$ cat src/rtl/sram_frame_writer_pkg.sv
// Shared types and constants for the frame writer and its readback checker.
package sram_frame_writer_pkg;

    localparam int DEFAULT_ADDR_WIDTH = 15;
    localparam int DEFAULT_DATA_WIDTH = 8;
    localparam int CHECKSUM_WIDTH     = 16;

    typedef enum logic [2:0] {
        IDLE,
        WRITE,
        FINISH,
        VERIFY,
        DRAIN,
        DONE
    } state_e;

    // Running pixel sum wraps naturally at CHECKSUM_WIDTH bits.
    function automatic logic [CHECKSUM_WIDTH-1:0] checksumAdd(
        input logic [CHECKSUM_WIDTH-1:0] sum,
        input logic [CHECKSUM_WIDTH-1:0] pixel
    );
        return sum + pixel;
    endfunction

endpackage

$ cat src/rtl/sram_readback_checker.sv
// Delays each issued read by READ_LATENCY cycles, sums the returned words and
// compares the sum with the checksum of the pixels that were written.
module sram_readback_checker
    import sram_frame_writer_pkg::*;
#(
    parameter int DATA_WIDTH   = DEFAULT_DATA_WIDTH,
    parameter int READ_LATENCY = 1
) (
    input  logic                      clock,
    input  logic                      reset,
    input  logic                      clear_i,
    input  logic                      issue_i,
    input  logic [DATA_WIDTH-1:0]     sram_q_i,
    input  logic [CHECKSUM_WIDTH-1:0] expected_i,
    output logic                      mismatch_o
);

    logic [READ_LATENCY-1:0]   pipe_q;
    logic [CHECKSUM_WIDTH-1:0] sum_q;
    logic [CHECKSUM_WIDTH-1:0] sum_d;

    // mismatch_o looks at the sum including this cycle's sample, so the
    // final word can be judged on the same edge that captures it.
    assign sum_d      = pipe_q[READ_LATENCY-1]
                        ? checksumAdd(sum_q, CHECKSUM_WIDTH'(sram_q_i))
                        : sum_q;
    assign mismatch_o = (sum_d != expected_i);

    always_ff @(posedge clock) begin
        if (reset || clear_i) begin
            pipe_q <= '0;
            sum_q  <= '0;
        end else begin
            pipe_q <= (pipe_q << 1) | READ_LATENCY'(issue_i);
            sum_q  <= sum_d;
        end
    end

endmodule

$ cat src/rtl/sram_frame_writer.sv
// Streams one frame of pixels into consecutive SRAM addresses and pulses done.
// Define SRAM_VERIFY_EN to add a readback pass that checks a pixel checksum.
module sram_frame_writer
    import sram_frame_writer_pkg::*;
#(
    parameter int ADDR_WIDTH   = DEFAULT_ADDR_WIDTH,
    parameter int DATA_WIDTH   = DEFAULT_DATA_WIDTH,
    parameter int FRAME_SIZE   = 21600,
    parameter int BASE_ADDR    = 0,
    parameter int READ_LATENCY = 1
) (
    input  logic                  clock,
    input  logic                  reset,
    input  logic                  start,
    input  logic                  in_valid,
    input  logic [DATA_WIDTH-1:0] in_data,
    output logic                  in_ready,
    output logic [ADDR_WIDTH-1:0] sram_address,
    output logic [DATA_WIDTH-1:0] sram_data,
    output logic                  sram_wren,
    input  logic [DATA_WIDTH-1:0] sram_q,
    output logic                  busy,
    output logic                  done,
    output logic                  verify_error
);

    // One extra bit so a frame filling the whole address space still counts.
    localparam int CNT_WIDTH = ADDR_WIDTH + 1;
    localparam logic [ADDR_WIDTH-1:0] BASE     = ADDR_WIDTH'(BASE_ADDR);
    localparam logic [CNT_WIDTH-1:0]  LAST_IDX = CNT_WIDTH'(FRAME_SIZE - 1);

    state_e                    state_q;
    logic [ADDR_WIDTH-1:0]     ptr_q;
    logic [CNT_WIDTH-1:0]      count_q;
    logic [CHECKSUM_WIDTH-1:0] checksum_q;
    logic [CHECKSUM_WIDTH-1:0] checksum_d;
    logic [ADDR_WIDTH-1:0]     sram_address_q;
    logic [DATA_WIDTH-1:0]     sram_data_q;
    logic                      sram_wren_q;
    logic                      busy_q;
    logic                      done_q;
    logic                      accept;

    assign in_ready     = (state_q == WRITE);
    assign accept       = in_valid && in_ready;
    assign checksum_d   = checksumAdd(checksum_q, CHECKSUM_WIDTH'(in_data));
    assign sram_address = sram_address_q;
    assign sram_data    = sram_data_q;
    assign sram_wren    = sram_wren_q;
    assign busy         = busy_q;
    assign done         = done_q;

`ifdef SRAM_VERIFY_EN
    localparam logic [CNT_WIDTH-1:0] LAST_LAT = CNT_WIDTH'(READ_LATENCY - 1);

    logic verify_error_q;
    logic mismatch;

    assign verify_error = verify_error_q;

    sram_readback_checker #(
        .DATA_WIDTH  (DATA_WIDTH),
        .READ_LATENCY(READ_LATENCY)
    ) u_checker (
        .clock     (clock),
        .reset     (reset),
        .clear_i   ((state_q == IDLE) && start),
        .issue_i   (state_q == VERIFY),
        .sram_q_i  (sram_q),
        .expected_i(checksum_q),
        .mismatch_o(mismatch)
    );
`else
    logic unused_verify_inputs;

    assign verify_error         = 1'b0;
    assign unused_verify_inputs = (^sram_q) ^ (READ_LATENCY > 0);
`endif

    always_ff @(posedge clock) begin
        if (reset) begin
            state_q        <= IDLE;
            ptr_q          <= BASE;
            count_q        <= '0;
            checksum_q     <= '0;
            sram_address_q <= '0;
            sram_data_q    <= '0;
            sram_wren_q    <= 1'b0;
            busy_q         <= 1'b0;
            done_q         <= 1'b0;
`ifdef SRAM_VERIFY_EN
            verify_error_q <= 1'b0;
`endif
        end else begin
            sram_wren_q <= 1'b0;
            done_q      <= 1'b0;
            case (state_q)
                IDLE: begin
                    if (start) begin
                        state_q    <= WRITE;
                        ptr_q      <= BASE;
                        count_q    <= '0;
                        checksum_q <= '0;
                        busy_q     <= 1'b1;
`ifdef SRAM_VERIFY_EN
                        verify_error_q <= 1'b0;
`endif
                    end
                end
                WRITE: begin
                    if (accept) begin
                        sram_address_q <= ptr_q;
                        sram_data_q    <= in_data;
                        sram_wren_q    <= 1'b1;
                        ptr_q          <= ptr_q + ADDR_WIDTH'(1);
                        count_q        <= count_q + CNT_WIDTH'(1);
                        checksum_q     <= checksum_d;
                        if (count_q == LAST_IDX) begin
                            state_q <= FINISH;
                        end
                    end
                end
                FINISH: begin
`ifdef SRAM_VERIFY_EN
                    state_q        <= VERIFY;
                    sram_address_q <= BASE;
                    count_q        <= '0;
`else
                    state_q <= DONE;
                    done_q  <= 1'b1;
`endif
                end
`ifdef SRAM_VERIFY_EN
                VERIFY: begin
                    if (count_q == LAST_IDX) begin
                        state_q <= DRAIN;
                        count_q <= '0;
                    end else begin
                        sram_address_q <= sram_address_q + ADDR_WIDTH'(1);
                        count_q        <= count_q + CNT_WIDTH'(1);
                    end
                end
                DRAIN: begin
                    // The last read returns on this edge, so judge it here.
                    if (count_q == LAST_LAT) begin
                        state_q        <= DONE;
                        done_q         <= 1'b1;
                        verify_error_q <= mismatch;
                    end else begin
                        count_q <= count_q + CNT_WIDTH'(1);
                    end
                end
`endif
                DONE: begin
                    state_q <= IDLE;
                    busy_q  <= 1'b0;
                end
                default: begin
                    state_q <= IDLE;
                    busy_q  <= 1'b0;
                end
            endcase
        end
    end

endmodule

$ cat config.mk
export PLATFORM = sky130hd
export DESIGN_NAME = sram_frame_writer
export DESIGN_NICKNAME = d
export VERILOG_FILES = /design/src/rtl/sram_frame_writer_pkg.sv /design/src/rtl/sram_readback_checker.sv /design/src/rtl/sram_frame_writer.sv
export SDC_FILE = /design/constraint.sdc
export NUM_CORES = 1
export LEC_CHECK = 0
export BUFFER_PORTS_ARGS = -buffer_cell sky130_fd_sc_hd__buf_4
export CAP_MARGIN = 10
export CORE_AREA = 2 2 92 94
export DETAILED_ROUTE_END_ITERATION = 12
export DIE_AREA = 0 0 94 96
export PLACE_DENSITY = 0.5
export SLEW_MARGIN = 15
export SYNTH_ARGS = -nofsm -noshare
export SYNTH_HDL_FRONTEND = slang
export SYNTH_SLANG_ARGS = --single-unit
$ cat constraint.sdc
create_clock -name clock -period 1.6 [get_ports clock]
set_input_delay 0.16 -clock clock [delete_from_list [all_inputs] [get_ports clock]]
set_output_delay 0.16 -clock clock [all_outputs]
set_load 0.01 [all_outputs]
==> load_flow_metrics.sql, run 1 <==
INSERT INTO impl_metrics (metric_group, metric, value, unit) VALUES
('detailed_routing', 'antenna_left', '0', ''),
('cts', 'clock_latency', '0.33', 'ns'),
('sta', 'finalClockSkew', '0.0101', 'ns'),
('critical_path', 'cp_data_arrival_time', '1.80', 'ns'),
('critical_path', 'critPathLaunchType', 'flop', ''),
('cts', 'cts.sink_count', '60', ''),
('synth', 'synth.cell_area', '2510', 'sq um'),
('synth', 'sequential_to_total_area_share_from_yosys_stat', '47.9', '%'),
('synth', 'synth_area_per_cell', '8.67', 'sq um'),
('global_route', 'gr-total-overflow', '0', ''),
('cts', 'clock-root-buffer', 'clkbuf_8', ''),
('synth', 'async_flop_share', '0', '%'),
('pwr', 'irDropWorstVdd', '0.000474', 'V'),
('cts', 'tritoncts_clock_tree', 'done', ''),
('job', 'max-cap-violations', '0', ''),
('floorplanning', 'io_pins', '48', ''),
('final_layout', 'drive_above_1_share', '27.9', '%'),
('floorplanning', 'placementRows', '33', ''),
('synth', 'synth_top_flop_cell', 'dfxtp_1', ''),
('sta', 'timing.setup.tns', '0', 'ns'),
('placement', 'dpl-instance-area', '3110', 'sq um'),
('detailed_routing', 'vias_per_cell', '4.81', ''),
('critical_path', 'critPathKind', 'flop to flop', ''),
('detailed_routing', 'first_pass_detailed_route_iteration_total', '4', ''),
('cts', 'quantity_of_hold_fixing_buffers_added_after_cts', '0', ''),
('global_route', 'grt_start_max_net_pins', '26', ''),
('global_route', 'track_usage', '13.9', '%'),
('cts', 'path_clk_slew', '0.07', 'ns'),
('critical_path', 'worstPathCellList', 'and4_4, nand4_1, or4_1, a21oi_1', ''),
('sta', 'setup_viol', '0', ''),
('final_layout', 'final_area', '3350', 'sq um'),
('final_layout', 'antenna_cells', '0', ''),
('detailed_routing', 'route.vias.total', '2231', ''),
('sta', 'hold_viol', '0', ''),
('placement', 'dpl.cell_count', '447', ''),
('synth', 'unique_masters_post_synth', '42', ''),
('placement', 'dpl.hpwl', '4040', 'um'),
('synth', 'yosys_synthesis_warning_count', '0', ''),
('cts', 'h-tree-depth', '3', ''),
('placement', 'port-buffer-count', '38', ''),
('sta', 'timing.final.crit_period', '1.54', 'ns'),
('final_layout', 'nNetsFinal', '377', ''),
('global_route', 'first_pass_grt_wire_length', '9800', 'um'),
('detailed_routing', 'detail_route.wl_per_cell', '12.6', 'um'),
('final_layout', 'finish.cell_count_without_fillers', '464', ''),
('critical_path', 'worst_path_largest_cell_delay', '0.50', 'ns'),
('sta', 'final.period_utilization', '96.2', '%'),
('placement', 'place_worst_setup_slack', '0.0237', 'ns'),
('detailed_routing', 'drt_wl_total', '5830', 'um'),
('synth', 'syn-instance-count', '289', ''),
('floorplanning', 'die_h', '96', 'um'),
('detailed_routing', 'drtIter0Drc', '88', ''),
('critical_path', 'nature_of_the_critical_path_endpoint', 'flop', ''),
('global_route', 'first_global_vias', '2042', ''),
('pwr', 'leakagePower', '1.27', 'nW'),
('cts', 'cts-buffers-inserted', '9', ''),
('floorplanning', 'initial_core_util', '31.1', '%'),
('sta', 'final.setup.worst_slack', '0.0607', 'ns'),
('critical_path', 'cp_data_required_time', '1.86', 'ns'),
('pwr', 'power-per-cell-area', '939', 'nW/um^2'),
('synth', 'yosys_reg_bits', '60', ''),
('floorplanning', 'core_area', '8050', 'sq um'),
('sta', 'finalMaxSlewViolations', '0', ''),
('sta', 'max_freq', '650', 'MHz'),
('global_route', 'initial_antenna_violation_count', '0', ''),
('detailed_routing', 'drc', '0', ''),
('placement', 'gp_congestion', '0.729', ''),
('pwr', 'power', '3.15', 'mW'),
('synth', 'synth_edf_count', '0', ''),
('synth', 'syn-num-nets', '311', ''),
('cts', 'cts_buffer_depth', '2', ''),
('final_layout', 'flow.area_growth_from_synthesis', '33.8', '%'),
('critical_path', 'timing.critical_path.fanout_max', '5', ''),
('run_status', 'status', 'complete, no violations', ''),
('worst_hold_path', 'worst_min_delay_path_class', 'primary input to flop', ''),
('critical_path', 'worst_path_max_delay_cell', 'or4_1', ''),
('floorplanning', 'die_area', '9020', 'sq um'),
('floorplanning', 'chipWidth', '94', 'um');
timing repair:
| action | in CTS | in global routing |
|---|---|---|
| buffers inserted | 0 | 2 |
| endpoints found under the setup margin | 0 | 22 |
| gates resized for setup | 0 | 6 |
Yosys cell counts (3+ instances only):
cell type / instances / share of area [%]
nand2_1: 56 / 8.4
or3_1: 6 / 1.5
buf_2: 6 / 1.2
nand3_1: 9 / 1.8
o21ai_0: 6 / 1.2
nand4_1: 12 / 3.0
and3_1: 4 / 1.0
a21oi_1: 37 / 7.4
or4_1: 5 / 1.5
and4_1: 3 / 1.0
nor4b_1: 4 / 1.4
o31ai_1: 5 / 1.5
clkbuf_1: 9 / 1.3
dfxtp_1: 60 / 48
a311oi_1: 3 / 1.0
nor2_1: 18 / 2.7
xor2_1: 13 / 4.5
through the flow:
stage | hold WS (ns) | util [%]
2_1_floorplan | 0.296 | -
3_3_place_gp | 0.408 | 38.6
3_5_place_dp | 0.416 | 38.6
4_1_cts | 0.0507 | 41.2
5_1_grt | 0.0613 | 41.7
6_report | 0.0664 | 41.7
flip-flops by register name, summed over array words and instances, names as in the netlist:
signal,cells
count_q,16
state_q,3
ptr_q,15
busy,1
sram_data,8
sram_wren,1
sram_address,15
done,1
worst paths after layout:
kind / depth (start not counted) / from / slack, ns / to
worst max-delay path: 4 / count_q[9] / 0.06 / count_q[15]
worst min-delay path: 3 / in_data[1] / 0.07 / sram_data[1]
worst max register to register: 4 / count_q[9] / 0.06 / count_q[15]
worst min register to register: 2 / sram_data[2] / 0.46 / sram_data[2]
power by group:
group,switching [mW],internal (mW)
logic,0.110,0.0852
registers,0.0105,1.51
clock network,0.595,0.838
cell type report:
| type | count | area (sq um) |
|---|---|---|
| Clock inverter | 3 | 45.0 |
| Tap cell | 105 | 131 |
| Timing Repair Buffer | 72 | 569 |
| Clock buffer | 12 | 165 |
| Fill cell | 832 | 4700 |
| Multi-Input combinational cell | 210 | 1230 |
| Inverter | 2 | 7.51 |
| Sequential cell | 60 | 1200 |
logic make-up after synthesis:
kind of cell | Yosys count | share of synthesized area, %
DFF | 60 | 47.9
xor gates and xnor gates | 13 | 4.54
other | 1 | 0.150
and+or+nand+nor | 136 | 29.2
muxes | 1 | 0.599
AOI/OAI and AO/OA | 57 | 13.0
buffers and inverters | 19 | 3.59
adders and majority gates | 2 | 0.998
cell usage in the layout, fill, tap and decap left out, drive strengths merged:
master,count
or3,6
inv,2
and4bb,2
dfxtp,60
clkinvlp,2
bufinv,1
clkbuf,12
nor4bb,2
o21bai,1
o221a,1
a311oi,3
nand4,14
nand3b,1
and4,4
nor4b,4
a31oi,1
buf,72
or2,1
and2,3
a211oi,1
o21ai,6
nand3,10
or4,5
a21oi,37
o31ai,5
xor2,13
mux2,1
nand2,57
ha,2
nor3b,2
nor2,19
conb,1
nor3,2
o21a,2
and3,4
worst max-delay path: cells and delay by family, from the launching register on:
family / cells / cell delay [ns]
AO/OA/AOI/OAI: 1 / 0.15
flip-flops: 1 / 0.39
AND/OR/NAND/NOR: 3 / 0.93
metal layers:
layer / global-route usage [%] / wire length (um) / up-vias
li1: - / - / 1154
met1: 19.0 / 2980 / 1027
met2: 20.8 / 2550 / 42
met3: 3.37 / 220 / 8
met4: 6.16 / 74 / 0
met5: 0 / 0 / -
(Power assumes the default switching activity.)
==> run 2: changes to the inputs <==
--- a/config.mk
+++ b/config.mk
@@ -7,10 +7,10 @@
 export LEC_CHECK = 0
 export BUFFER_PORTS_ARGS = -buffer_cell sky130_fd_sc_hd__buf_4
 export CAP_MARGIN = 10
-export CORE_AREA = 2 2 92 94
+export CORE_AREA = 2 2 78 80
 export DETAILED_ROUTE_END_ITERATION = 12
-export DIE_AREA = 0 0 94 96
-export PLACE_DENSITY = 0.5
+export DIE_AREA = 0 0 80 82
+export PLACE_DENSITY = 0.66
 export SLEW_MARGIN = 15
 export SYNTH_ARGS = -nofsm -noshare
 export SYNTH_HDL_FRONTEND = slang
==> run 2 against run 1 <==
Clock-buffer cell count fell by 3. Routed wire length shrank 6.3%. Largest power group unchanged. Cell area shrank 1.4%.
==> load_flow_metrics.sql, run 2 (same netlist as run 1, synthesis figures left out) <==
INSERT INTO impl_metrics (metric_group, metric, value, unit) VALUES
('final_layout', 'nFillCells', '538', ''),
('critical_path', 'worst_path_largest_cell_delay', '0.49', 'ns'),
('run_status', 'status', 'complete, no violations', ''),
('pwr', 'net-switching-power', '0.749', 'mW'),
('global_route', 'track_usage', '17.1', '%'),
('critical_path', 'timing.critical_path.fanout_max', '5', ''),
('pwr', 'irDropWorstVdd', '0.000830', 'V'),
('final_layout', 'regMostFlops', 'count_q', ''),
('critical_path', 'worst_path_max_delay_cell', 'or4_4', ''),
('final_layout', 'antenna_cells', '0', ''),
('detailed_routing', 'first_pass_detailed_route_iteration_total', '4', ''),
('detailed_routing', 'vias_per_cell', '5.17', ''),
('cts', 'cts_buffer_depth', '2', ''),
('cts', 'quantity_of_hold_fixing_buffers_added_after_cts', '0', ''),
('sta', 'max_freq', '650', 'MHz'),
('sta', 'finalClockSkew', '0.00922', 'ns'),
('job', 'max-cap-violations', '0', ''),
('pwr', 'clock_power_share', '44.0', '%'),
('final_layout', 'flow.area_growth_from_synthesis', '32.0', '%'),
('worst_hold_path', 'worst_min_delay_path_class', 'primary input to flop', ''),
('pwr', 'leakagePower', '1.28', 'nW'),
('pwr', 'sequential_power_share', '49.5', '%'),
('global_route', 'first_global_vias', '2004', ''),
('critical_path', 'critPathLaunchType', 'flop', ''),
('critical_path', 'cp_data_arrival_time', '1.82', 'ns'),
('sta', 'timing.hold.ws', '0.0613', 'ns'),
('floorplanning', 'die_area', '6560', 'sq um'),
('floorplanning', 'chipWidth', '80', 'um'),
('critical_path', 'timing.critical_path.buf_inv', '0', ''),
('final_layout', 'largest_register_ff_count', '16', ''),
('sta', 'timing.setup.tns', '0', 'ns'),
('global_route', 'grt_start_max_net_pins', '36', ''),
('critical_path', 'cp_data_required_time', '1.88', 'ns'),
('global_route', 'first_pass_grt_wire_length', '8800', 'um'),
('critical_path', 'worstPathCellList', 'ha_2, and4bb_1, nand2_2, or4_4, a21oi_2', ''),
('detailed_routing', 'drt_wl_total', '5460', 'um'),
('pwr', 'comb_power_share', '6.5', '%'),
('sta', 'setup_viol', '0', ''),
('critical_path', 'nature_of_the_critical_path_endpoint', 'flop', ''),
('global_route', 'gr-total-overflow', '0', ''),
('detailed_routing', 'route.vias.total', '2237', ''),
('cts', 'h-tree-depth', '3', ''),
('cts', 'cts.sink_count', '60', ''),
('final_layout', 'most-common-layout-cells', 'buf_4 (68), nand2_1 (56), dfxtp_1 (55)', ''),
('cts', 'path_clk_slew', '0.07', 'ns'),
('floorplanning', 'io_pins', '48', ''),
('cts', 'tritoncts_clock_tree', 'done', ''),
('placement', 'place_worst_setup_slack', '0.0326', 'ns'),
('sta', 'final.period_utilization', '96.2', '%'),
('floorplanning', 'placementRows', '28', ''),
('sta', 'rsz0062_at_grt', 'no', ''),
('cts', 'clock_latency', '0.34', 'ns'),
('placement', 'port-buffer-count', '38', ''),
('final_layout', 'most_common_library_cell_in_the_layout_ignoring_fill_and_taps', 'buf_4', ''),
('sta', 'final.setup.worst_slack', '0.0607', 'ns'),
('floorplanning', 'die_h', '82', 'um'),
('floorplanning', 'initial_core_util', '43.6', '%'),
('final_layout', 'final_area', '3310', 'sq um'),
('sta', 'finalMaxSlewViolations', '0', ''),
('sta', 'timing.final.crit_period', '1.54', 'ns'),
('final_layout', 'drive_above_1_share', '30.2', '%'),
('placement', 'dpl.hpwl', '3680', 'um'),
('pwr', 'swShare', '24.4', '%'),
('cts', 'cts-buffers-inserted', '9', ''),
('placement', 'dpl-instance-area', '3030', 'sq um'),
('detailed_routing', 'antenna_left', '0', ''),
('placement', 'gp_congestion', '0.754', ''),
('final_layout', 'nNetsFinal', '375', ''),
('cts', 'clock-root-buffer', 'clkbuf_8', ''),
('detailed_routing', 'detail_route.wl_per_cell', '12.6', 'um'),
('pwr', 'power', '3.07', 'mW'),
('detailed_routing', 'drc', '0', ''),
('global_route', 'initial_antenna_violation_count', '0', ''),
('sta', 'hold_viol', '0', ''),
('floorplanning', 'core_area', '5750', 'sq um'),
('critical_path', 'critPathKind', 'flop to flop', ''),
('critical_path', 'worst_path_dominant_cell_family', 'simple AND/OR/NAND/NOR gates', ''),
('detailed_routing', 'drtIter0Drc', '124', ''),
('pwr', 'power-per-cell-area', '930', 'nW/um^2'),
('pwr', 'intPower', '2.33', 'mW');
run 2: changes by cell type in the layout (fill, tap and decap cells not counted), moves of 2 or more:
cell and change:
clkbuf_8 -3, or4_1 -2, or4_4 +2, dfxtp_2 +3
dfxtp_1 -3, clkinv_4 +2
run 2: path summary, 6_finish.rpt:
path                        start               to  slack (ns)  depth (start not counted)
setup reg to reg         ptr_q[1]        ptr_q[14]        0.06                          5
setup / recovery         ptr_q[1]        ptr_q[14]        0.06                          5
hold reg to reg   sram_address[3]  sram_address[3]        0.45                          2
hold / removal         in_data[2]     sram_data[2]        0.06                          3
run 2: repair_timing:
action | in CTS | in global routing
endpoints found under the setup margin | 1 | 26
pin swaps | 0 | 5
resized for setup | 1 | 13
setup buffers | 0 | 5
run 2: worst register-to-register path: stages, from the launching register on:
cell and delay [ns]:
dfxtp_2 0.33, ha_2 0.18, and4bb_1 0.25, nand2_2 0.10, or4_4 0.49, a21oi_2 0.14
run 2: through the flow:
step,utilization (%),cells
4_1_cts,56.3,428
3_5_place_dp,52.7,412
2_1_floorplan,-,289
6_report,57.6,433
3_3_place_gp,52.7,412
5_1_grt,57.6,433
run 2: final cells by class:
type	instances	area [sq um]	area share, %
Inverter	2	7.51	0.227
Clock buffer	9	124	3.75
Timing Repair Buffer	70	551	16.6
Clock inverter	7	76.3	2.31
Sequential cell	60	1210	36.5
Multi-Input combinational cell	210	1250	37.7
Tap cell	75	93.8	2.84
run 2: power groups by stage:
| stage | logic, mW | clock network (mW) | registers, mW |
|---|---|---|---|
| final | 0.200 | 1.35 | 1.52 |
| after global routing | 0.220 | 1.44 | 1.52 |
| after CTS | 0.193 | 1.39 | 1.52 |
| after detailed placement | 0.192 | 0 | 1.55 |
| after global placement | 0.191 | 0 | 1.55 |
| after floorplan | 0.0988 | 0 | 1.56 |
run 2: routing by layer:
layer | wire [um] | GRT usage, % | part of all wire (%) | vias to the layer above
met4 | 24 | 8.64 | 0.44 | 0
met2 | 2530 | 28.2 | 46 | 45
met3 | 267 | 3.52 | 4.9 | 2
li1 | - | - | - | 1150
met5 | 0 | 0 | 0 | -
met1 | 2640 | 21.3 | 48 | 1040
